<file path="config.mk">
export PLATFORM = sky130hd
export DESIGN_NAME = fifo_single_clock_reg_v2
export DESIGN_NICKNAME = d
export VERILOG_FILES = /design/src/rtl/fifo_pkg.sv /design/src/rtl/fifo_ptr_wrap.sv /design/src/rtl/fifo_single_clock_reg_v2.sv
export SDC_FILE = /design/constraint.sdc
export NUM_CORES = 1
export LEC_CHECK = 0
export BUFFER_PORTS_ARGS = -buffer_cell sky130_fd_sc_hd__buf_2
export CORE_MARGIN = 5
export CORE_UTILIZATION = 30
export DETAILED_ROUTE_END_ITERATION = 12
export GPL_ROUTABILITY_DRIVEN = 0
export PLACE_DENSITY_LB_ADDON = 0.15
export REMOVE_ABC_BUFFERS = 1
export SKIP_CTS_REPAIR_TIMING = 1
export SLEW_MARGIN = 20
export SYNTH_ARGS = -nofsm -noshare
export SYNTH_HDL_FRONTEND = slang
export SYNTH_SLANG_ARGS = --single-unit
</file>
<file path="constraint.sdc">
create_clock -name clk -period 2.6 [get_ports clk]
set_input_delay 0.52 -clock clk [delete_from_list [all_inputs] [get_ports clk]]
set_output_delay 0.52 -clock clk [all_outputs]
set_load 0.01 [all_outputs]
</file>
<file path="src/rtl/fifo_pkg.sv">
// fifo_pkg: read-mode constants and counter sizing shared by the register FIFO.
package fifo_pkg;
  localparam string FWFT_TRUE = "TRUE";
  localparam string FWFT_FALSE = "FALSE";
  function automatic int cnt_width(input int depth);
    return $clog2(depth + 1);
  endfunction
endpackage

</file>
<file path="src/rtl/fifo_ptr_wrap.sv">
// fifo_ptr_wrap: FIFO pointer with enable and synchronous clear, wrapping at DEPTH-1.
module fifo_ptr_wrap #(
  parameter int DEPTH = 8,
  localparam int PW = $clog2(DEPTH)
) (
  input  logic          clk,
  input  logic          nrst,
  input  logic          clr,
  input  logic          en,
  output logic [PW-1:0] ptr
);
  always_ff @(posedge clk or negedge nrst)
    if (!nrst) ptr <= '0;
    else if (clr) ptr <= '0;
    else if (en) ptr <= (ptr == PW'(DEPTH - 1)) ? '0 : ptr + 1'b1;
endmodule

</file>
<file path="src/rtl/fifo_single_clock_reg_v2.sv">
// fifo_single_clock_reg_v2: register FIFO with any depth, programmable level flags,
// synchronous flush, sticky overflow/underflow and normal or first-word-fall-through reads.
module fifo_single_clock_reg_v2
  import fifo_pkg::*;
#(
  parameter string FWFT_MODE = FWFT_FALSE,
  parameter int DEPTH = 8,
  parameter int DATA_W = 16,
  parameter int AF_LEVEL = DEPTH - 1,
  parameter int AE_LEVEL = 1,
  localparam int CNT_W = cnt_width(DEPTH)
) (
  input  logic              clk,
  input  logic              nrst,
  input  logic              flush,
  input  logic              w_req,
  input  logic [DATA_W-1:0] w_data,
  input  logic              r_req,
  output logic [DATA_W-1:0] r_data,
  output logic [CNT_W-1:0]  cnt,
  output logic              empty,
  output logic              full,
  output logic              almost_empty,
  output logic              almost_full,
  output logic              ovf,
  output logic              unf,
  input  logic              err_clr
);
  localparam int PW = $clog2(DEPTH);
  localparam bit FWFT = (FWFT_MODE == FWFT_TRUE);
  logic [DATA_W-1:0] mem [DEPTH];
  logic [DATA_W-1:0] r_q;
  logic [PW-1:0] wr_ptr, rd_ptr;
  logic rd_acc, wr_acc;
  logic [CNT_W-1:0] cnt_nxt;
  assign rd_acc = r_req && !empty && !flush;
  // a full FIFO still takes a write when the same cycle frees a slot
  assign wr_acc = w_req && (!full || rd_acc) && !flush;
  assign cnt_nxt = flush ? '0 : cnt + CNT_W'(wr_acc) - CNT_W'(rd_acc);
  fifo_ptr_wrap #(.DEPTH(DEPTH)) u_wr_ptr (.clk(clk), .nrst(nrst), .clr(flush), .en(wr_acc), .ptr(wr_ptr));
  fifo_ptr_wrap #(.DEPTH(DEPTH)) u_rd_ptr (.clk(clk), .nrst(nrst), .clr(flush), .en(rd_acc), .ptr(rd_ptr));
  always_ff @(posedge clk)
    if (wr_acc) mem[wr_ptr] <= w_data;
  always_ff @(posedge clk or negedge nrst)
    if (!nrst) begin
      cnt <= '0;
      empty <= 1'b1;
      full <= 1'b0;
      almost_empty <= (AE_LEVEL >= 0);
      almost_full <= (AF_LEVEL <= 0);
      ovf <= 1'b0;
      unf <= 1'b0;
    end else begin
      cnt <= cnt_nxt;
      empty <= (cnt_nxt == '0);
      full <= (32'(cnt_nxt) == DEPTH);
      almost_empty <= (32'(cnt_nxt) <= AE_LEVEL);
      almost_full <= (32'(cnt_nxt) >= AF_LEVEL);
      ovf <= (ovf && !err_clr) || (w_req && !wr_acc && !flush);
      unf <= (unf && !err_clr) || (r_req && !rd_acc && !flush);
    end
  // in FWFT mode r_q tracks the presented head so an emptied FIFO keeps showing it
  always_ff @(posedge clk or negedge nrst)
    if (!nrst) r_q <= '0;
    else if (FWFT ? !empty : rd_acc) r_q <= mem[rd_ptr];
  assign r_data = (FWFT && !empty) ? mem[rd_ptr] : r_q;
endmodule

</file>
# After elaboration in Yosys (flattened, before gate mapping)
# Memory sizes are Yosys's and may differ from the RTL's. A register that Yosys moved wholly into a read port is not among the register bits.
# Cells that the tools add are included.
[word_totals]
out_inout_bits = 26
mem_count = 1
ram_bits = 128
regBits = 16
word_cells = 51
inputBits = 22
[classes]
n_eq_ne = 3
order_cmp = 2
n_mux = 9
addsub = 4
n_reduce_logical = 23
[mem_list]
columns = ["memory", "depth", "width", "read_ports", "rd_ports_with_merged_regs", "write_ports", "line", "source"]
rows = [
  ["mem", 8, 16, 1, 1, 1, "fifo_single_clock_reg_v2.sv:31", "logic [DATA_W-1:0] mem [DEPTH];"],
]
[ops]
columns = ["cell", "count"]
rows = [
  ["3-bit 2-to-1 mux", 6],
  ["1-bit logical AND", 10],
  ["1-bit zero test", 7],
  ["3-bit by 1-bit adder with 3-bit output, second input constant", 2],
  ["3-bit equality test, second input constant", 2],
  ["4-bit by 1-bit adder with 4-bit output", 1],
  ["4-bit equality test, second input constant", 1],
  ["4-bit by 3-bit greater-or-equal comparator with 1-bit output, second input constant", 1],
  ["4-bit by 1-bit <= comparator with 1-bit output, second input constant", 1],
  ["4-bit zero test", 1],
  ["4-bit 2-to-1 mux", 1],
  ["2-bit nonzero test", 2],
  ["4-bit by 1-bit subtractor with 4-bit output", 1],
  ["1-bit logical OR", 3],
  ["1-bit 2-to-1 mux", 2],
]

# Depth between registers and ports, before layout
# Gate-level depths: netlist of run 1.
[depth]
ltp_word = 10
mapped_depth = 11
depth_no_buf = 10

# Cells and area by module
# From an unflattened synthesis of run 1, not the netlist that was laid out.
[unflattened]
hier_cells = 393
hier_area_um2 = 6347.3
[modules_own_cells]
columns = ["mod", "seq_area_each_um2", "cells_each", "instances", "area_per_inst_um2"]
rows = [
  ["fifo_single_clock_reg_v2", 4496.8, 369, 1, 6044.5],
  ["fifo_ptr_wrap", 75.1, 12, 2, 151.4],
]

# Least setup slack after synthesis of run 1
# OpenSTA, ideal clock, no wires.
[synth_timing]
path_type = "input port to flip-flop"
start = "in flush"
end = "mem mem[0][0], enable pin"
path_slack_ns = -0.314
t_arrival_ns = 2.505
stages = 5
setup_time_ns = 0.409
required_ns = 2.191
n_path_buf = 1
path_cell_list = "or3b_1 buf_6 a21oi_1 nand2b_1 nor3_1"
[synth_between]
elab_chain_len = 7
[synth_lines]
columns = ["element", "line", "source"]
rows = [
  ["start: declaration", "fifo_single_clock_reg_v2.sv:15", "input logic flush,"],
  ["1-bit zero test (*)", "fifo_single_clock_reg_v2.sv:36, fifo_single_clock_reg_v2.sv:38", ""],
  ["1-bit logical AND", "fifo_single_clock_reg_v2.sv:36", "assign rd_acc = r_req && !empty && !flush;"],
  ["1-bit logical OR", "fifo_single_clock_reg_v2.sv:38", "assign wr_acc = w_req && (!full || rd_acc) && !flush;"],
  ["1-bit logical AND", "fifo_single_clock_reg_v2.sv:38", ""],
  ["1-bit logical AND (*)", "fifo_single_clock_reg_v2.sv:38", ""],
  ["1-bit 2-to-1 mux (*)", "fifo_single_clock_reg_v2.sv:43", "if (wr_acc) mem[wr_ptr] <= w_data;"],
  ["1-bit 2-to-1 mux (implied by the code) (*)", "fifo_single_clock_reg_v2.sv:43", ""],
  ["end: declaration", "fifo_single_clock_reg_v2.sv:31", ""],
]
# Mark *: on every way between the ends. The rest lies on a longest branch, timed or not.

# Final worst setup path of run 1
[layout_timing]
start = "reg empty"
end = "reg almost_full"
[layout_between]
elab_chain_len = 10
[layout_lines]
columns = ["element", "line", "source"]
rows = [
  ["start: declaration", "fifo_single_clock_reg_v2.sv:21", "output logic empty,"],
  ["start signal: assignment", "fifo_single_clock_reg_v2.sv:55", "empty <= (cnt_nxt == '0);"],
  ["1-bit zero test (*)", "-", ""],
  ["1-bit logical AND (*) (2 in series)", "fifo_single_clock_reg_v2.sv:36", ""],
  ["1-bit logical OR", "fifo_single_clock_reg_v2.sv:38", ""],
  ["1-bit logical AND (2 in series)", "fifo_single_clock_reg_v2.sv:38", ""],
  ["4-bit by 1-bit adder with 4-bit output", "fifo_single_clock_reg_v2.sv:39", "assign cnt_nxt = flush ? '0 : cnt + CNT_W'(wr_acc) - CNT_W'(rd_acc);"],
  ["4-bit by 1-bit subtractor with 4-bit output (*)", "fifo_single_clock_reg_v2.sv:39", ""],
  ["4-bit 2-to-1 mux (*)", "fifo_single_clock_reg_v2.sv:39", ""],
  ["4-bit by 3-bit greater-or-equal comparator with 1-bit output (*)", "fifo_single_clock_reg_v2.sv:58", "almost_full <= (32'(cnt_nxt) >= AF_LEVEL);"],
  ["end signal: assignment", "fifo_single_clock_reg_v2.sv:50", "almost_full <= (AF_LEVEL <= 0);"],
  ["end signal: assignment", "fifo_single_clock_reg_v2.sv:58", ""],
  ["end: declaration", "fifo_single_clock_reg_v2.sv:24", "output logic almost_full,"],
]
# Marked as above.
# A chain may end at the register's enable or synchronous reset.

==> results of run 1 <==
stage by stage:
step,instance area (um^2),utilization [%],std cells
floorplan,6226,-,378
global placement,7089,33.94,731
detailed placement,7089,33.94,731
CTS,7719,36.95,763
global route,7756,37.13,763
finish,7756,37.13,763
sequential cells by signal, indices dropped and copies added, names as in the netlist:
name	flops
cnt	4
full	1
u_wr_ptr.ptr	3
mem	128
r_data	16
unf	1
u_rd_ptr.ptr	3
ovf	1
almost_empty	1
almost_full	1
empty	1
metal layers:
layer	track usage, %	up-vias
met3	3.060	15
met4	4.710	2
li1	-	1651
met1	16.56	1727
met2	19.73	70
met5	0	-
power breakdown:
part / internal (W) / switching (W)
Clock: 0.00164 / 0.000986
Combinational: 0.000609 / 0.000718
Sequential: 0.00302 / 0.000194
cell families (layout without fill, tap and decap cells):
kind of cell | after synthesis | in the layout | synth area share [%]
buffers and inverters | 28 | 119 | 2.179
adder cells (fa/ha/maj) | 9 | 9 | 1.901
multiplexers | 67 | 67 | 10.62
AND/OR/NAND/NOR | 86 | 86 | 6.199
XOR/XNOR | 3 | 3 | 0.4160
flip-flops | 160 | 160 | 73.56
AO/OA/AOI/OAI | 44 | 44 | 5.130
cell usage after synthesis, drive strengths merged, types with 2 or more instances:
| library cell | number |
|---|---|
| nand2 | 36 |
| ha | 8 |
| nand3 | 17 |
| nand2b | 5 |
| nor3 | 4 |
| xor2 | 2 |
| a22oi | 32 |
| dfrtp | 30 |
| dfstp | 2 |
| clkbuf | 10 |
| mux2i | 67 |
| a21oi | 6 |
| nor2b | 5 |
| nor2 | 14 |
| nor3b | 2 |
| inv | 8 |
| edfxtp | 128 |
| a21o | 3 |
| buf | 9 |
final cells by class:
class / count / area [um^2]
well taps: 275 / 344.1
fillers: 1961 / 13130
inverters: 9 / 46.29
multi-input cells: 209 / 1577
clock inverters: 12 / 182.7
repair buffers: 78 / 509.2
flip-flops and latches: 160 / 4651
clock buffers: 20 / 446.7
worst paths after layout:
| path | slack [ns] | end | startpoint | depth (start not counted) |
|---|---|---|---|---|
| worst max-delay path | 0.16 | almost_full | empty | 10 |
| worst min-delay path | 0.11 | cnt[3] | nrst | 1 |
| worst max register to register | 0.16 | almost_full | empty | 10 |
| worst min register to register | 0.47 | r_data[13] | r_data[13] | 2 |
| max in group asynchronous | 1.89 | r_data[14] | nrst | 2 |
| min in group clk | 0.32 | ovf | err_clr | 2 |
==> results.json, run 1 <==
{
  "synth_area_leaders": "edfxtp_1 (61%), dfrtp_1 (12%), mux2i_1 (11%), a22oi_1 (3.8%), nand2_1 (2.1%)",
  "cts_sinks": 160,
  "fin_hold_ws_ns": 0.1136,
  "drtAntennaViolNets": 0,
  "outcome": "finished, final reports clean",
  "post-route-drc-count": 0,
  "tightest_slew_ns": 0.6194,
  "setup_viol": 0,
  "path_class": "reg -> reg",
  "rsz0062_at_grt": "false",
  "cp_slowest_stage_delay_ns": 0.55,
  "antenna_cells": 0,
  "yosysTopAreaCellShare_pct": 60.84,
  "fp.dieArea_um2": 24060,
  "grt_pass1_vias": 3597,
  "syn_inst": 397,
  "die_x_um": 155.1,
  "leakagePower_nw": 2.843,
  "synthFlopType": "edfxtp_1",
  "cts_buffers": 17,
  "fmax_mhz": 409.4,
  "row_count": 53,
  "path_delay_family": "adder cells",
  "worst-endpoint-required_ns": 2.94,
  "route.met2.wl_mm": 6.950,
  "grt_first_pass_wirelength_mm": 21.80,
  "synth_area_per_cell_um2": 15.91,
  "crit_fanout": 3,
  "fp.dieH_um": 155.1,
  "end_kind": "flop",
  "synth.distinct_cells": 30,
  "routed_wl_mm": 14.36,
  "dp.final_hpwl_mm": 8.810,
  "htree_levels": 4,
  "path_buf_inv": 3,
  "core-area_um2": 20890,
  "initial_core_util_pct": 30.24,
  "wl_per_cell_um": 18.82,
  "syn_to_final_growth_pct": 22.78,
  "track_usage_pct": 12.44,
  "cpMaxStageDelayCell": "fa_2",
  "routed.top_layer": "met5",
  "yosysSeqAreaShare_pct": 73.56,
  "path_clk_slew_ns": 0.06,
  "crit_chain": "or3b_4 > a21oi_2 > inv_1 > ha_1 > inv_1 > ha_1 > fa_2 > buf_4 > nand3_1 > a21oi_1",
  "fin_setup_tns_ns": 0,
  "cts_root_buf": "clkbuf_16",
  "arrival_ns": 2.78,
  "post-route-period-util_pct": 93.95,
  "viasPerCell": 4.541,
  "portBuffers": 47,
  "synthesis.area_um2": 6317,
  "cp-start-kind": "flop",
  "clkLatencyLatePin_ns": 0.41,
  "nets": 506,
  "ys_seq_elements": 160,
  "drv_slew": 0,
  "cts_tree": "done",
  "hp-class": "in -> async",
  "num_io_pins": 48,
  "grt_max_degree": 33,
  "synth-edff-count": 128,
  "grt_antenna_before_repair": 1,
  "skew_ns": 0.007576,
  "worst_slack_ns": 0.1574,
  "drive_gt1_share_pct": 25.00,
  "finalHoldViolations": 0,
  "yosysTopAreaCell": "edfxtp_1",
  "layout_common_cells": "edfxtp_1 (128), mux2i_1 (67), buf_2 (47)",
  "drt_iter0_markers": 253,
  "gr-total-overflow": 0,
  "clockBufferDepth": 2,
  "fin_crit_ns": 2.443,
  "dp_slack_ns": -0.2530,
  "wl_met3_um": 533,
  "ys_warn_count": 0,
  "slew_headroom_pct": 58.71,
  "met1_length_mm": 6.678,
  "final_common_cell": "edfxtp_1",
  "cellPowerDensity_nw_per_um2": 924.2,
  "ir_worst_vdd_mv": 0.3643,
  "vias": 3465,
  "drv_cap": 0,
  "p_total_w": 0.007168,
  "async_flop_share_pct": 20.00,
  "first_pass_iters": 4
}
Power figures use the tool's default switching activity.
==> inputs of run 2 (changes only) <==
Settings changed: CORE_UTILIZATION 30 to 50.
==> run 2 against run 1 <==
  * Setup slack lost 0.021 ns
  * Critical path type unchanged
  * Die area shrank 38%
  * Largest cell class unchanged
  * Worst hold slack lost 0.023 ns
==> results.json, run 2 (synthesis results as in run 1) <==
{
  "cp_slowest_stage_delay_ns": 0.41,
  "final_util_pct": 61.51,
  "crit_fanout": 4,
  "fmax_mhz": 405.8,
  "cpMaxStageDelayCell": "or3b_4",
  "vias": 3549,
  "num_io_pins": 48,
  "end_kind": "flop",
  "cellPowerDensity_nw_per_um2": 963.7,
  "drtAntennaViolNets": 0,
  "drt_iter0_markers": 276,
  "drv_cap": 0,
  "pwr-share-comb_pct": 17.4,
  "arrival_ns": 2.79,
  "cp-start-kind": "flop",
  "viasPerCell": 5.345,
  "syn_to_final_growth_pct": 21.87,
  "htree_levels": 4,
  "path_class": "reg -> reg",
  "fin_hold_ws_ns": 0.09043,
  "drv_slew": 0,
  "grt_max_degree": 36,
  "core-area_um2": 12520,
  "path_clk_slew_ns": 0.06,
  "fp.dieArea_um2": 14980,
  "track_usage_pct": 18.63,
  "skew_ns": 0.006594,
  "largest_register_ffs": 128,
  "p_seq_share_pct": 43.2,
  "layout_common_cells": "edfxtp_1 (128), mux2i_1 (67), buf_2 (47)",
  "final_common_cell": "edfxtp_1",
  "clockBufferDepth": 2,
  "grt_pass1_vias": 3703,
  "slew_headroom_pct": 56.94,
  "dp_slack_ns": -0.2596,
  "fp.dieH_um": 122.4,
  "dp.final_hpwl_mm": 8.030,
  "setup_viol": 0,
  "outcome": "finished, final reports clean",
  "finalHoldViolations": 0,
  "antenna_cells": 0,
  "die_x_um": 122.4,
  "gr-total-overflow": 0,
  "clkLatencyLatePin_ns": 0.42,
  "cts_sinks": 160,
  "path_buf_inv": 2,
  "path_delay_family": "adder cells",
  "post-route-period-util_pct": 94.77,
  "portBuffers": 47,
  "regMostFlops": "mem",
  "cts_tree": "done",
  "routed_wl_mm": 12.76,
  "nets": 510,
  "grt_first_pass_wirelength_mm": 20.39,
  "pwr-share-clk_pct": 39.4,
  "ir_worst_vdd_mv": 0.5107,
  "leakagePower_nw": 2.895,
  "sw_frac_of_total_pct": 25.04,
  "cts_buffers": 17,
  "grt_antenna_before_repair": 1,
  "crit_chain": "or3b_4 > a21oi_2 > inv_1 > ha_1 > inv_1 > ha_1 > fa_2 > xor2_2 > nor3_2 > nor3b_1",
  "power.switching_w": 0.001858,
  "tightest_slew_ns": 0.6459,
  "first_pass_iters": 4,
  "fin_crit_ns": 2.464,
  "row_count": 41,
  "hp-class": "in -> async",
  "post-route-drc-count": 0,
  "initial_core_util_pct": 50.47,
  "drive_gt1_share_pct": 26.02,
  "worst-endpoint-required_ns": 2.93,
  "worst_slack_ns": 0.1360,
  "rsz0062_at_grt": "false",
  "cts_root_buf": "clkbuf_16",
  "p_int_w": 0.005562,
  "wl_per_cell_um": 19.22
}
## run 2: cell types whose count changed in the layout (fill, tap and decap cells not counted)
cell,previous run,this run
buf_4,27,34
buf_12,3,0
bufinv_16,4,7
clkbuf_1,2,0
inv_6,3,1
a21oi_1,5,4
a21oi_2,1,2
clkbuf_8,1,2
clkinv_4,1,2
clkinvlp_4,3,2
nor3b_1,1,2
nor3b_2,1,0
## run 2: through the flow
step                      instances  power (W)  TNS (ns)  instance area [um^2]
after floorplan                 378   0.004025    -29.35                  6226
after global placement          632   0.004463   -0.7083                  6953
after detailed placement        632   0.004496    -1.091                  6953
after CTS                       664   0.007424  -0.05000                  7662
after global routing            664   0.007755         0                  7699
final                           664   0.007420         0                  7699
## run 2: worst paths after layout
| check | from | slack [ns] | to | cells past startpoint |
|---|---|---|---|---|
| max | empty | 0.14 | full | 10 |
| min | nrst | 0.09 | r_data[6] | 1 |
| max reg2reg | empty | 0.14 | full | 10 |
| min reg2reg | r_data[8] | 0.47 | r_data[8] | 2 |
| max in group asynchronous | nrst | 1.93 | r_data[8] | 2 |
| min in group clk | err_clr | 0.29 | ovf | 2 |
## run 2: per-layer routing
metal	global-route usage (%)	vias up	part of all wire (%)
met5	0	-	0.055
li1	-	1666	-
met1	24.84	1777	44
met2	29.65	88	50
met4	6.858	2	1.2
met3	4.931	16	5.3
## run 2: worst reg2reg max path: cells and delay by family (launching register included)
family | cells | cell delay [ns]
adders and majority gates | 3 | 0.82
and+or+nand+nor | 3 | 0.75
DFF | 1 | 0.38
xor gates and xnor gates | 1 | 0.17
AOI/OAI and AO/OA | 1 | 0.16
buffers and inverters | 2 | 0.10
## run 2: final cells by class
type,instances,area (um^2)
clock buffers,19,452.9
clock inverters,13,256.5
fillers,992,4818
inverters,9,46.29
multi-input cells,209,1575
flip-flops and latches,160,4651
well taps,172,215.2
repair buffers,82,501.7
## run 2: power groups by stage
stage          sequential (W)  clock, W  combinational [W]
2_1_floorplan         0.00335         0           0.000679
3_3_place_gp          0.00325         0            0.00121
3_5_place_dp          0.00326         0            0.00124
4_1_cts               0.00321   0.00296            0.00125
5_1_grt               0.00324   0.00308            0.00144
6_report              0.00320   0.00292            0.00129
==> inputs of run 3 (changes only) <==
Settings changed: RECOVER_POWER from default to 100.
==> run 3 against run 2 <==
  * Fmax hardly changed
  * Register-to-register slack hardly changed
  * Flip-flop and latch count stayed put
  * Combinational power is 5% lower
  * Clock skew hardly changed
  * Design area is 1.9% lower
  * First-iteration DRC count is 26% lower
  * Critical path type unchanged
  * Largest cell class unchanged
  * Largest power group unchanged
  * Highest routed layer is now met4
==> results.json, run 3 (synthesis results as in run 1) <==
{
  "nets": 510,
  "fp.dieH_um": 122.4,
  "fp.dieArea_um2": 14980,
  "ir_worst_vdd_mv": 0.5125,
  "fin_crit_ns": 2.462,
  "arrival_ns": 2.79,
  "path_delay_family": "adder cells",
  "grt_antenna_before_repair": 0,
  "tightest_slew_ns": 1.361,
  "layout_common_cells": "edfxtp_1 (128), mux2i_1 (67), clkbuf_1 (55)",
  "power.switching_w": 0.001857,
  "cts_buffers": 17,
  "cts_tree": "done",
  "routed.top_layer": "met4",
  "cts_root_buf": "clkbuf_16",
  "rsz0062_at_grt": "false",
  "finalHoldViolations": 0,
  "p_total_w": 0.007351,
  "drtAntennaViolNets": 0,
  "final_common_cell": "edfxtp_1",
  "clkLatencyLatePin_ns": 0.42,
  "dpl_cell_area_um2": 6953,
  "portBuffers": 47,
  "leakagePower_nw": 2.691,
  "clockBufferDepth": 2,
  "p_int_w": 0.005494,
  "path_class": "reg -> reg",
  "viasPerCell": 5.342,
  "p_seq_share_pct": 43.6,
  "core-area_um2": 12520,
  "post-route-drc-count": 0,
  "row_count": 41,
  "syn_to_final_growth_pct": 19.57,
  "fmax_mhz": 406.2,
  "worst_slack_ns": 0.1382,
  "antenna_cells": 0,
  "setup_viol": 0,
  "end_kind": "flop",
  "dp_cells": 632,
  "vias": 3547,
  "grt_first_pass_wirelength_mm": 20.39,
  "gr-total-overflow": 0,
  "path_buf_inv": 2,
  "drv_slew": 0,
  "outcome": "finished, final reports clean",
  "regMostFlops": "mem",
  "dp.final_hpwl_mm": 8.030,
  "hp-class": "in -> reg",
  "drv_cap": 0,
  "track_usage_pct": 18.63,
  "num_io_pins": 48,
  "cp_slowest_stage_delay_ns": 0.41,
  "slew_headroom_pct": 9.252,
  "crit_chain": "or3b_4 > a21oi_2 > inv_1 > ha_1 > inv_1 > ha_1 > fa_2 > xor2_2 > nor3_2 > nor3b_1",
  "largest_register_ffs": 128,
  "pwr-share-comb_pct": 16.7,
  "met1_length_mm": 5.636,
  "drt_iter0_markers": 205,
  "cp-start-kind": "flop",
  "crit_fanout": 4,
  "wl_met3_um": 690,
  "wl_per_cell_um": 19.23,
  "worst-endpoint-required_ns": 2.93,
  "stdcell_area_um2": 7553,
  "cpMaxStageDelayCell": "or3b_4",
  "grt_max_degree": 36,
  "htree_levels": 4,
  "pwr-share-clk_pct": 39.7,
  "routed_wl_mm": 12.77,
  "layout.cells.non_filler": 664,
  "post-route-period-util_pct": 94.69,
  "first_pass_iters": 4,
  "grt_pass1_vias": 3703,
  "initial_core_util_pct": 50.47,
  "skew_ns": 0.006606,
  "cts_sinks": 160,
  "path_clk_slew_ns": 0.06,
  "route.met2.wl_mm": 6.252,
  "cellPowerDensity_nw_per_um2": 973.2,
  "die_x_um": 122.4,
  "drive_gt1_share_pct": 14.23,
  "sw_frac_of_total_pct": 25.26,
  "fin_hold_ws_ns": 0.2918,
  "dp_slack_ns": -0.2596
}
## run 3: through the flow
step                util (%)  setup TNS [ns]
detailed placement     55.55          -1.091
global placement       55.55         -0.7083
global route           60.35               0
finish                 60.35               0
floorplan                  -          -29.35
CTS                    61.22        -0.05000
## run 3: worst reg2reg max path, stage by stage, from the launching register on
cell and delay (ns):
dfstp_2 0.38, or3b_4 0.41, a21oi_2 0.16, inv_1 0.06, ha_1 0.26, inv_1 0.04
ha_1 0.20, fa_2 0.36, xor2_2 0.17, nor3_2 0.15, nor3b_1 0.19
## run 3: area by class of cell
class | instances | area (um^2)
Fill cell | 1025 | 4964
Sequential cell | 160 | 4648
Multi-Input combinational cell | 209 | 1554
Clock buffer | 19 | 452.9
Timing Repair Buffer | 82 | 380.4
Clock inverter | 13 | 256.5
Tap cell | 172 | 215.2
Inverter | 9 | 46.29
## run 3: power by group through the flow
| stage | Clock (W) | Sequential (W) | Combinational, W |
|---|---|---|---|
| floorplan | 0 | 0.00335 | 0.000679 |
| global placement | 0 | 0.00325 | 0.00121 |
| detailed placement | 0 | 0.00326 | 0.00124 |
| CTS | 0.00296 | 0.00321 | 0.00125 |
| global route | 0.00308 | 0.00324 | 0.00136 |
| finish | 0.00292 | 0.00321 | 0.00122 |
## run 3: final timing paths
path                       slack [ns]  cells past startpoint         to      start
max                              0.14                     10       full      empty
min                              0.29                      2        ovf    err_clr
max reg2reg                      0.14                     10       full      empty
min reg2reg                      0.47                      2  r_data[8]  r_data[8]
max in group asynchronous        0.99                      2  r_data[8]       nrst
min in group asynchronous        0.40                      1     cnt[3]       nrst
## run 3: layer usage
metal | track usage [%] | vias up
met1 | 24.84 | 1767
met3 | 4.931 | 16
met5 | 0 | -
met2 | 29.65 | 94
met4 | 6.858 | 0
li1 | - | 1670
